===== src/rtl/fsm_calculator_seq.sv =====
// Multi-digit keypad calculator: decimal entry, + - * / with left-to-right
// chaining, repeated '=', error reporting and a sequential restoring divider.
module fsm_calculator_seq #(
   parameter int WIDTH      = 16,
   parameter int MAX_DIGITS = 4
) (
   input  logic             clk,
   input  logic             clear,
   input  logic [7:0]       button,
   output logic [WIDTH-1:0] display,
   output logic [WIDTH-1:0] result,
   output logic [2:0]       op_pending,
   output logic             busy,
   output logic             error,
   output logic [1:0]       err_code
);

   localparam int CNT_W = $clog2(MAX_DIGITS + 1);
   localparam int DIV_W = $clog2(WIDTH + 1);

   localparam logic [2:0] OP_NONE = 3'd0;
   localparam logic [2:0] OP_ADD  = 3'd1;
   localparam logic [2:0] OP_SUB  = 3'd2;
   localparam logic [2:0] OP_MUL  = 3'd3;
   localparam logic [2:0] OP_DIV  = 3'd4;

   localparam logic [7:0] KEY_EQ  = 8'h24;
   localparam logic [7:0] KEY_CLR = 8'h04;

   typedef enum logic [2:0] {
      S_IDLE, S_ENTRY_A, S_OP_WAIT, S_ENTRY_B, S_CALC, S_DIVIDE, S_SHOW, S_ERROR
   } state_t;

   // {valid, value} for a digit key
   function automatic logic [4:0] key_digit(input logic [7:0] k);
      logic [4:0] r;
      case (k)
         8'h14:   r = 5'h10;
         8'h05:   r = 5'h11;
         8'h15:   r = 5'h12;
         8'h25:   r = 5'h13;
         8'h06:   r = 5'h14;
         8'h16:   r = 5'h15;
         8'h26:   r = 5'h16;
         8'h07:   r = 5'h17;
         8'h17:   r = 5'h18;
         8'h27:   r = 5'h19;
         default: r = 5'h00;
      endcase
      return r;
   endfunction

   function automatic logic [2:0] key_op(input logic [7:0] k);
      logic [2:0] r;
      case (k)
         8'h37:   r = OP_ADD;
         8'h36:   r = OP_SUB;
         8'h35:   r = OP_MUL;
         8'h34:   r = OP_DIV;
         default: r = OP_NONE;
      endcase
      return r;
   endfunction

   // Appends a digit unless the entry is full or the value would not fit.
   function automatic logic [CNT_W+WIDTH-1:0] enter_digit(input logic [WIDTH-1:0] acc,
                                                          input logic [CNT_W-1:0] cnt,
                                                          input logic [3:0]       d);
      logic [WIDTH+3:0] wide;
      logic [WIDTH-1:0] acc_o;
      logic [CNT_W-1:0] cnt_o;
      wide  = {4'b0000, acc} * (WIDTH+4)'(10) + {{WIDTH{1'b0}}, d};
      acc_o = acc;
      cnt_o = cnt;
      if ((int'(cnt) < MAX_DIGITS) && (wide[WIDTH+3:WIDTH] == 4'b0000)) begin
         acc_o = wide[WIDTH-1:0];
         if (!((acc == '0) && (d == 4'd0)))
            cnt_o = cnt + 1'b1;
      end
      return {cnt_o, acc_o};
   endfunction

   // {err_code, value} for the single-cycle operators; OP_NONE passes x through.
   function automatic logic [WIDTH+1:0] alu(input logic [2:0]       op,
                                            input logic [WIDTH-1:0] x,
                                            input logic [WIDTH-1:0] y);
      logic [WIDTH:0]     sum;
      logic [2*WIDTH-1:0] prod;
      logic [WIDTH+1:0]   r;
      sum  = {1'b0, x} + {1'b0, y};
      prod = {{WIDTH{1'b0}}, x} * {{WIDTH{1'b0}}, y};
      r    = {2'd0, x};
      case (op)
         OP_ADD:  r = sum[WIDTH] ? {2'd2, sum[WIDTH-1:0]} : {2'd0, sum[WIDTH-1:0]};
         OP_SUB:  r = (x < y) ? {2'd3, {WIDTH{1'b0}}} : {2'd0, x - y};
         OP_MUL:  r = (prod[2*WIDTH-1:WIDTH] != '0) ? {2'd2, prod[WIDTH-1:0]}
                                                     : {2'd0, prod[WIDTH-1:0]};
         default: r = {2'd0, x};
      endcase
      return r;
   endfunction

   state_t           state, state_n, ret_r, ret_n;
   logic [7:0]       prev_button;
   logic [WIDTH-1:0] a_r, a_n, b_r, b_n, res_r, res_n, disp_r, disp_n;
   logic [WIDTH-1:0] rem_r, rem_n, quot_r, quot_n;
   logic [2:0]       op_r, op_n, pend_r, pend_n;
   logic [CNT_W-1:0] cnt_r, cnt_n;
   logic [DIV_W-1:0] dcnt_r, dcnt_n;
   logic [1:0]       err_r, err_n;

   logic             key_valid, is_digit, is_op, is_eq, is_clr;
   logic [4:0]       kd;
   logic [2:0]       kop;
   logic [WIDTH-1:0] d_ext;
   logic [CNT_W-1:0] first_cnt;
   logic [CNT_W+WIDTH-1:0] entry_a, entry_b;
   logic [WIDTH+1:0] alu_out;
   logic [WIDTH:0]   shifted, diff;
   logic             ge;
   logic [WIDTH-1:0] rem_step, quot_step;

   assign key_valid = (button != prev_button) && (button != 8'h00);
   assign kd        = key_digit(button);
   assign kop       = key_op(button);
   assign is_digit  = key_valid && kd[4];
   assign is_op     = key_valid && (kop != OP_NONE);
   assign is_eq     = key_valid && (button == KEY_EQ);
   assign is_clr    = key_valid && (button == KEY_CLR);
   assign d_ext     = {{(WIDTH-4){1'b0}}, kd[3:0]};
   assign first_cnt = (kd[3:0] != 4'd0) ? CNT_W'(1) : '0;
   assign entry_a   = enter_digit(a_r, cnt_r, kd[3:0]);
   assign entry_b   = enter_digit(b_r, cnt_r, kd[3:0]);
   assign alu_out   = alu(op_r, a_r, b_r);

   // Restoring divider step: shift in the next dividend bit, subtract if it fits.
   assign shifted   = {rem_r, quot_r[WIDTH-1]};
   assign diff      = shifted - {1'b0, b_r};
   assign ge        = (shifted >= {1'b0, b_r});
   assign rem_step  = ge ? diff[WIDTH-1:0] : shifted[WIDTH-1:0];
   assign quot_step = {quot_r[WIDTH-2:0], ge};

   always_comb begin
      state_n = state;
      ret_n   = ret_r;
      a_n     = a_r;
      b_n     = b_r;
      res_n   = res_r;
      op_n    = op_r;
      pend_n  = pend_r;
      cnt_n   = cnt_r;
      err_n   = err_r;
      rem_n   = rem_r;
      quot_n  = quot_r;
      dcnt_n  = dcnt_r;

      case (state)
         S_IDLE: begin
            if (is_digit) begin
               a_n     = d_ext;
               cnt_n   = first_cnt;
               state_n = S_ENTRY_A;
            end
         end
         S_ENTRY_A: begin
            if (is_digit) begin
               {cnt_n, a_n} = entry_a;
            end else if (is_op) begin
               op_n    = kop;
               state_n = S_OP_WAIT;
            end else if (is_eq) begin
               res_n   = a_r;
               state_n = S_SHOW;
            end
         end
         S_OP_WAIT: begin
            if (is_op) begin
               op_n = kop;
            end else if (is_digit) begin
               b_n     = d_ext;
               cnt_n   = first_cnt;
               state_n = S_ENTRY_B;
            end
         end
         S_ENTRY_B: begin
            if (is_digit) begin
               {cnt_n, b_n} = entry_b;
            end else if (is_eq) begin
               ret_n   = S_SHOW;
               state_n = S_CALC;
            end else if (is_op) begin
               ret_n   = S_OP_WAIT;
               pend_n  = kop;
               state_n = S_CALC;
            end
         end
         S_CALC: begin
            if (op_r == OP_DIV) begin
               if (b_r == '0) begin
                  err_n   = 2'd1;
                  state_n = S_ERROR;
               end else begin
                  rem_n   = '0;
                  quot_n  = a_r;
                  dcnt_n  = '0;
                  state_n = S_DIVIDE;
               end
            end else if (alu_out[WIDTH+1:WIDTH] != 2'd0) begin
               err_n   = alu_out[WIDTH+1:WIDTH];
               state_n = S_ERROR;
            end else begin
               res_n   = alu_out[WIDTH-1:0];
               a_n     = alu_out[WIDTH-1:0];
               state_n = ret_r;
               if (ret_r == S_OP_WAIT)
                  op_n = pend_r;
            end
         end
         S_DIVIDE: begin
            rem_n  = rem_step;
            quot_n = quot_step;
            dcnt_n = dcnt_r + 1'b1;
            if (dcnt_r == DIV_W'(WIDTH - 1)) begin
               res_n   = quot_step;
               a_n     = quot_step;
               state_n = ret_r;
               if (ret_r == S_OP_WAIT)
                  op_n = pend_r;
            end
         end
         S_SHOW: begin
            if (is_eq) begin
               a_n     = res_r;
               ret_n   = S_SHOW;
               state_n = S_CALC;
            end else if (is_op) begin
               a_n     = res_r;
               op_n    = kop;
               state_n = S_OP_WAIT;
            end else if (is_digit) begin
               a_n     = d_ext;
               cnt_n   = first_cnt;
               b_n     = '0;
               op_n    = OP_NONE;
               state_n = S_ENTRY_A;
            end
         end
         default: ;
      endcase

      // CLR key overrides everything, including a running division and ERROR.
      if (is_clr) begin
         state_n = S_IDLE;
         ret_n   = S_IDLE;
         a_n     = '0;
         b_n     = '0;
         res_n   = '0;
         op_n    = OP_NONE;
         pend_n  = OP_NONE;
         cnt_n   = '0;
         err_n   = 2'd0;
         rem_n   = '0;
         quot_n  = '0;
         dcnt_n  = '0;
      end

      case (state_n)
         S_ENTRY_A, S_OP_WAIT: disp_n = a_n;
         S_ENTRY_B:            disp_n = b_n;
         S_SHOW:               disp_n = res_n;
         S_CALC, S_DIVIDE:     disp_n = disp_r;
         default:              disp_n = '0;
      endcase
   end

   always_ff @(posedge clk or posedge clear) begin
      if (clear) begin
         state       <= S_IDLE;
         ret_r       <= S_IDLE;
         prev_button <= 8'h00;
         a_r         <= '0;
         b_r         <= '0;
         res_r       <= '0;
         disp_r      <= '0;
         op_r        <= OP_NONE;
         pend_r      <= OP_NONE;
         cnt_r       <= '0;
         err_r       <= 2'd0;
         rem_r       <= '0;
         quot_r      <= '0;
         dcnt_r      <= '0;
      end else begin
         state       <= state_n;
         ret_r       <= ret_n;
         prev_button <= button;
         a_r         <= a_n;
         b_r         <= b_n;
         res_r       <= res_n;
         disp_r      <= disp_n;
         op_r        <= op_n;
         pend_r      <= pend_n;
         cnt_r       <= cnt_n;
         err_r       <= err_n;
         rem_r       <= rem_n;
         quot_r      <= quot_n;
         dcnt_r      <= dcnt_n;
      end
   end

   assign display    = disp_r;
   assign result     = res_r;
   assign op_pending = op_r;
   assign busy       = (state == S_DIVIDE);
   assign error      = (state == S_ERROR);
   assign err_code   = err_r;

endmodule


===== config.mk =====
export PLATFORM = sky130hd
export DESIGN_NAME = fsm_calculator_seq
export DESIGN_NICKNAME = d
export VERILOG_FILES = /design/src/rtl/fsm_calculator_seq.sv
export SDC_FILE = /design/constraint.sdc
export NUM_CORES = 1
export LEC_CHECK = 0
export ABC_CLOCK_PERIOD_IN_PS = 15900
export BUFFER_PORTS_ARGS = -buffer_cell sky130_fd_sc_hd__buf_2
export CAP_MARGIN = 5
export CORE_UTILIZATION = 50
export CTS_BUF_LIST = sky130_fd_sc_hd__clkbuf_4 sky130_fd_sc_hd__clkbuf_8
export CTS_CLUSTER_DIAMETER = 60
export DETAILED_ROUTE_END_ITERATION = 8
export PLACE_DENSITY_LB_ADDON = 0.05
export SLEW_MARGIN = 10
export SYNTH_ARGS = -nofsm -noshare
export SYNTH_HDL_FRONTEND = slang
export SYNTH_SLANG_ARGS = --single-unit

===== constraint.sdc =====
create_clock -name clk -period 15.9 [get_ports clk]
set_clock_uncertainty 0.2 [all_clocks]
set_input_delay 1.59 -clock clk [delete_from_list [all_inputs] [get_ports clk]]
set_output_delay 1.59 -clock clk [all_outputs]
set_load 0.03 [all_outputs]

==> run_results.csv, run 1 <==
group,metric,value,unit
yosys,synth_edf_count,0,
route,wl_per_cell,24.7,um
yosys,syn_area,21700,um^2
yosys,synthCells,2720,
run,maxCapViolCount,0,
critical_path,cp.required,16.15,ns
clock_tree,cts_hold_buf,0,
cells_and_area,fill_cells,4104,
sta,max_freq,105,MHz
sta,final-hold-violation-count,0,
global_routing,grt_pass1_vias,20400,
critical_path,crit_path_start_kind,"flip-flop",
clock_tree,clk_path_buf_depth,2,
placed_design,dp_hpwl,61.4,mm
clock_tree,cts-root-buf,"clkbuf_8",
yosys,yosysTopAreaCell,"fa_1",
global_routing,grt_pass1_wl,124,mm
clock_tree,postCtsSetupBuffers,0,
route,drt_wl_total,81.0,mm
cells_and_area,drive_above_1_share,6.42,%
placed_design,dpl.cell_count,3241,
outcome,status,"finished, final reports clean",
route,vias,20900,
cells_and_area,final_cell_area,22900,um^2
route,ant_nets,0,
placed_design,dpl-instance-area,22500,um^2
yosys,netlist_top_cells_count,"310 x nand2_1, 298 x inv_1, 228 x nor2_1",
global_routing,grt-ovfl-total,0,
yosys,synthAdderAreaFrac,31.0,%
critical_path,endpoint_kind,"flip-flop",
clock_tree,clk_pin_slew,0.10,ns
yosys,ys_top_cells_by_area,"fa_1 19%, dfrtp_1 14%, ha_1 13%, nand2_1 5.4%, inv_1 5.2%",
sta,rsz0062_at_grt,"no",
yosys,netlist.area_leader.share,18.5,%
cells_and_area,nets,3111,
critical_path,cp.arrival,9.75,ns
floorplanning,die_w,210,um
route,drcViolationCount,0,
yosys,synth_compound_gate_area_share,21.4,%
yosys,yosysMostFrequentCell,"nand2_1",
yosys,syn_avg_cell_area,7.98,um^2
worst_hold_path,hp-class,"flip-flop to flip-flop",
global_routing,gr-usage-all-layers,37.2,%
yosys,synth_top_family_by_area,"adder cells",
sta,relSlewSlack,33.7,%
sta,tightest_slew,0.988,ns
clock_tree,cts_tree,"yes",
clock_tree,htree_levels,4,
clock_tree,post_cts_resized,0,
yosys,synthDistinctLibCells,90,
floorplanning,ios,49,
yosys,synth-seq-cells,125,
floorplanning,coreArea,42400,um^2
sta,tns,0,ns
yosys,yosysWarnings,0,
placed_design,io_buffers,48,
route,first_iter_violations,2276,
critical_path,crit_fanout,30,
floorplanning,die-area,44300,um^2
yosys,synthXorXnorAreaFrac,3.67,%
floorplanning,die_y,210,um
placed_design,gp_congestion,0.998,
yosys,ys_seq_area_share,14.4,%
yosys,synth_simple_gate_area_share,18.8,%
clock_tree,numCtsBuffers,17,
cells_and_area,register_area,3130,um^2
sta,slew_violations,0,
yosys,synth_mux_area_share,2.56,%
route,vias_per_cell,6.38,
global_routing,antenna_found_initial,1,
cells_and_area,areaGrowthSynthToFinish,5.45,%
route,drt-pass1-iter-count,6,
critical_path,critPathKind,"flip-flop to flip-flop",
sta,fin_crit_sh,59.8,%
yosys,synth_flop_cell,"dfrtp_1",
yosys,syn_nets,3148,
cells_and_area,fin_cells,3274,
sta,period_minus_slack,9.50,ns
floorplanning,rows,75,
cells_and_area,multi_input_area,16900,um^2
yosys,async_reset_ff_share,100,%
global_routing,grt_start_max_net_pins,73,
floorplanning,start_util,51.2,%
clock_tree,worstSkewPairLatency,0.53,ns
sta,setup_viol,0,
clock_tree,cts_sinks,125,
-- layout make-up --
cell class                 count  area share (%)
timing repair buffer          99            2.72
clock buffer                  19            1.12
antenna                        1          0.0109
tap                          577            3.15
inverter                     303            4.99
multi-input combinational   2137            73.7
clock inverter                13           0.683
sequential                   125            13.7
-- logic make-up after synthesis --
family | Yosys count
xor gates and xnor gates | 91
DFF | 125
muxes | 53
adders and majority gates | 418
and+or+nand+nor | 877
buffers and inverters | 458
AOI/OAI and AO/OA | 698
-- flip-flops by register name, indices dropped and copies added (netlist names), 3 cells and up --
signal,flops
prev_button,8
dcnt_r,5
quot_r,16
pend_r,3
rem_r,16
cnt_r,3
display,16
op_pending,3
a_r,16
b_r,16
result,16
state,3
-- stage by stage --
stage	worst slack (ns)	utilization, %	hold WS, ns
2_1_floorplan	8.15	-	0.244
3_5_place_dp	6.69	53.0	0.273
5_1_grt	6.02	54.0	0.312
4_1_cts	6.67	54.0	0.292
3_3_place_gp	6.96	53.0	0.263
6_report	6.40	54.0	0.288
-- worst max-delay path: stages, from the launching register on --
cell	delay (ns)
dfrtp_1	0.94
clkinv_1	0.54
nor2_1	0.27
fa_1	0.43
inv_1	0.08
fa_1	0.45
fa_1	0.53
inv_1	0.06
fa_1	0.41
inv_1	0.09
fa_1	0.44
fa_1	0.49
inv_1	0.04
ha_1	0.36
a21oi_1	0.21
o21ai_0	0.16
a22o_1	0.26
a311o_1	0.28
a2111oi_0	0.46
nand4_1	0.15
nor4_1	0.50
a21o_1	0.50
nand2_1	0.10
buf_4	0.27
a21boi_1	0.63
buf_4	0.28
o311ai_0	0.14
nand4_1	0.13
-- cell usage in the layout, fill, tap and decap left out, types with 61 or more instances in the layout --
master,count
ha_1,217
dfrtp_1,125
o21ai_0,145
a21oi_1,188
and2_1,69
inv_1,297
fa_1,201
nand2_1,310
xnor2_1,61
nor2_1,227
-- per-layer routing --
layer	global-route usage, %	share of wire [%]	wire, um
met5	0	0.022	18
met3	9.07	11	8630
met2	55.4	42	34400
met4	19.0	5.6	4500
met1	50.1	41	33500
-- path summary, 6_finish.rpt --
| check | from | to | slack, ns | cells after the start |
|---|---|---|---|---|
| setup / recovery | a_r[8] | display[6] | 6.40 | 27 |
| hold / removal | dcnt_r[4] | dcnt_r[4] | 0.29 | 2 |
| setup reg to reg | a_r[8] | display[6] | 6.40 | 27 |
| hold reg to reg | dcnt_r[4] | dcnt_r[4] | 0.29 | 2 |
| max in group asynchronous | clear | b_r[7] | 13.19 | 3 |
| min in group asynchronous | clear | rem_r[5] | 0.90 | 2 |
Power of run 1 is left out: the tool's default activity adds up to more than one toggle a clock period on the data nets, which glitch-free logic cannot reach.
==> inputs of run 2 (changes only) <==
--- a/config.mk
+++ b/config.mk
@@ -5,7 +5,7 @@
 export SDC_FILE = /design/constraint.sdc
 export NUM_CORES = 1
 export LEC_CHECK = 0
-export ABC_CLOCK_PERIOD_IN_PS = 15900
+export ABC_CLOCK_PERIOD_IN_PS = 9800
 export BUFFER_PORTS_ARGS = -buffer_cell sky130_fd_sc_hd__buf_2
 export CAP_MARGIN = 5
 export CORE_UTILIZATION = 50
==> constraint.sdc (replaced) <==
create_clock -name clk -period 9.8 [get_ports clk]
set_clock_uncertainty 0.2 [all_clocks]
set_input_delay 0.98 -clock clk [delete_from_list [all_inputs] [get_ports clk]]
set_output_delay 0.98 -clock clk [all_outputs]
set_load 0.03 [all_outputs]
==> run_results.csv, run 2 (same netlist as run 1, synthesis figures left out) <==
group,metric,value,unit
global_routing,grt_pass1_vias,20600,
floorplanning,coreArea,42400,um^2
sta,fin_crit_sh,89.6,%
cells_and_area,areaGrowthSynthToFinish,6.05,%
critical_path,ff2ff_setup_slack,1.02,ns
critical_path,cpLargestDelayFamily,"adder cells",
floorplanning,rows,75,
global_routing,grt_pass1_wl,125,mm
global_routing,grt_start_max_net_pins,73,
global_routing,gr-usage-all-layers,37.3,%
clock_tree,cts_hold_buf,0,
sta,tightest_slew,1.16,ns
floorplanning,start_util,51.2,%
critical_path,critPathSlowestCell,"dfrtp_1",
worst_hold_path,whs_path_depth,2,
route,vias,21100,
placed_design,gp_congestion,1.02,
clock_tree,post_cts_resized,0,
critical_path,startpoint,"b_r[3]",
critical_path,critPathKind,"flip-flop to flip-flop",
sta,slew_violations,0,
worst_hold_path,hp-class,"flip-flop to flip-flop",
critical_path,endpoint_kind,"flip-flop",
sta,tns,0,ns
placed_design,dp_slack,1.25,ns
global_routing,antenna_found_initial,0,
critical_path,rr_worst_depth,23,
sta,worst_slack,1.02,ns
critical_path,crit_top_cell,"fa_1",
critical_path,crit_path_start_kind,"flip-flop",
clock_tree,cts_sinks,125,
critical_path,cp_cell_sequence,"buf_4, nand2_1, fa_1, fa_1, fa_1, fa_1, fa_1, fa_1, inv_1, ha_1, a21oi_1, o21ai_0, a22o_1, a311o_1, a2111oi_0, nand4_1, nor4_1, buf_4, and4_1, o31a_1, and2_1, a22o_1, a221o_1",
run,maxCapViolCount,0,
critical_path,cp.required,10.01,ns
route,wl_per_cell,24.8,um
critical_path,reg2reg_from,"b_r[3]",
sta,max_freq,114,MHz
floorplanning,die-area,44300,um^2
route,drt_wl_total,81.5,mm
sta,relSlewSlack,22.9,%
global_routing,grt-ovfl-total,0,
floorplanning,die_y,210,um
clock_tree,cts-root-buf,"clkbuf_8",
clock_tree,htree_levels,4,
critical_path,cpPeakStageDelay,0.93,ns
route,ant_nets,0,
sta,rsz0062_at_grt,"no",
route,drt-pass1-iter-count,7,
route,drcViolationCount,0,
route,vias_per_cell,6.40,
critical_path,cp.arrival,8.99,ns
clock_tree,numCtsBuffers,17,
floorplanning,die_w,210,um
placed_design,dp_hpwl,62.9,mm
sta,setup_viol,0,
clock_tree,postCtsSetupBuffers,0,
critical_path,crit_fanout,16,
critical_path,crit_buf_inv,3,
route,first_iter_violations,2345,
sta,final-hold-violation-count,0,
clock_tree,cts_tree,"yes",
sta,period_minus_slack,8.78,ns
cells_and_area,drive_above_1_share,6.97,%
worst_hold_path,hold_start,"dcnt_r[4]",
cells_and_area,layout_commonest_cell,"nand2_1",
cells_and_area,nets,3128,
clock_tree,clk_pin_slew,0.08,ns
critical_path,path_depth,23,
clock_tree,worstSkewPairLatency,0.49,ns
cells_and_area,layout_common_cells,"310 x nand2_1, 297 x inv_1, 227 x nor2_1",
placed_design,io_buffers,48,
clock_tree,clk_path_buf_depth,2,
floorplanning,ios,49,
outcome,status,"finished, final reports clean",
[run 2: cell types whose count changed in the layout (fill, tap and decap cells not counted), sizes merged]
cell / before / now
clkinv: 9 / 10
buf: 99 / 116
bufinv: 2 / 3
inv: 304 / 300
clkinvlp: 1 / 3
clkbuf: 19 / 18
[run 2: layout make-up]
class	instances	area, um^2
sequential	125	3130
inverter	303	1140
fill	4139	19400
clock buffer	18	248
tap	577	722
timing repair buffer	116	751
multi-input combinational	2137	16900
clock inverter	13	166
antenna	1	2.50
[run 2: metrics by stage]
stage	area [um^2]	util (%)	hold WS (ns)	instances
final	23000	54.3	0.283	3290
after global routing	23000	54.3	0.324	3289
after CTS	23000	54.3	0.286	3289
after detailed placement	22600	53.3	0.270	3258
after global placement	22600	53.3	0.262	3258
after floorplan	21700	-	0.244	2720
[run 2: path summary, 6_finish.rpt]
kind,endpoint
worst max-delay path,display[4]
worst min-delay path,dcnt_r[4]
worst max register to register,display[4]
worst min register to register,dcnt_r[4]
max in group asynchronous,quot_r[10]
min in group asynchronous,rem_r[1]
[run 2: tightest hold or removal path: stages, from the launching register on]
cell and delay, ns:
dfrtp_1 0.35, nand2_1 0.05, o21ai_0 0.06
[run 2: metal layers]
metal	global-route usage (%)	up-vias	wire [um]
met5	0	-	0
met4	18.2	0	4510
met3	6.32	227	7570
met2	58.2	1173	35500
met1	50.2	10300	34000
li1	-	9376	-
Power of run 2 is left out for the same reason.
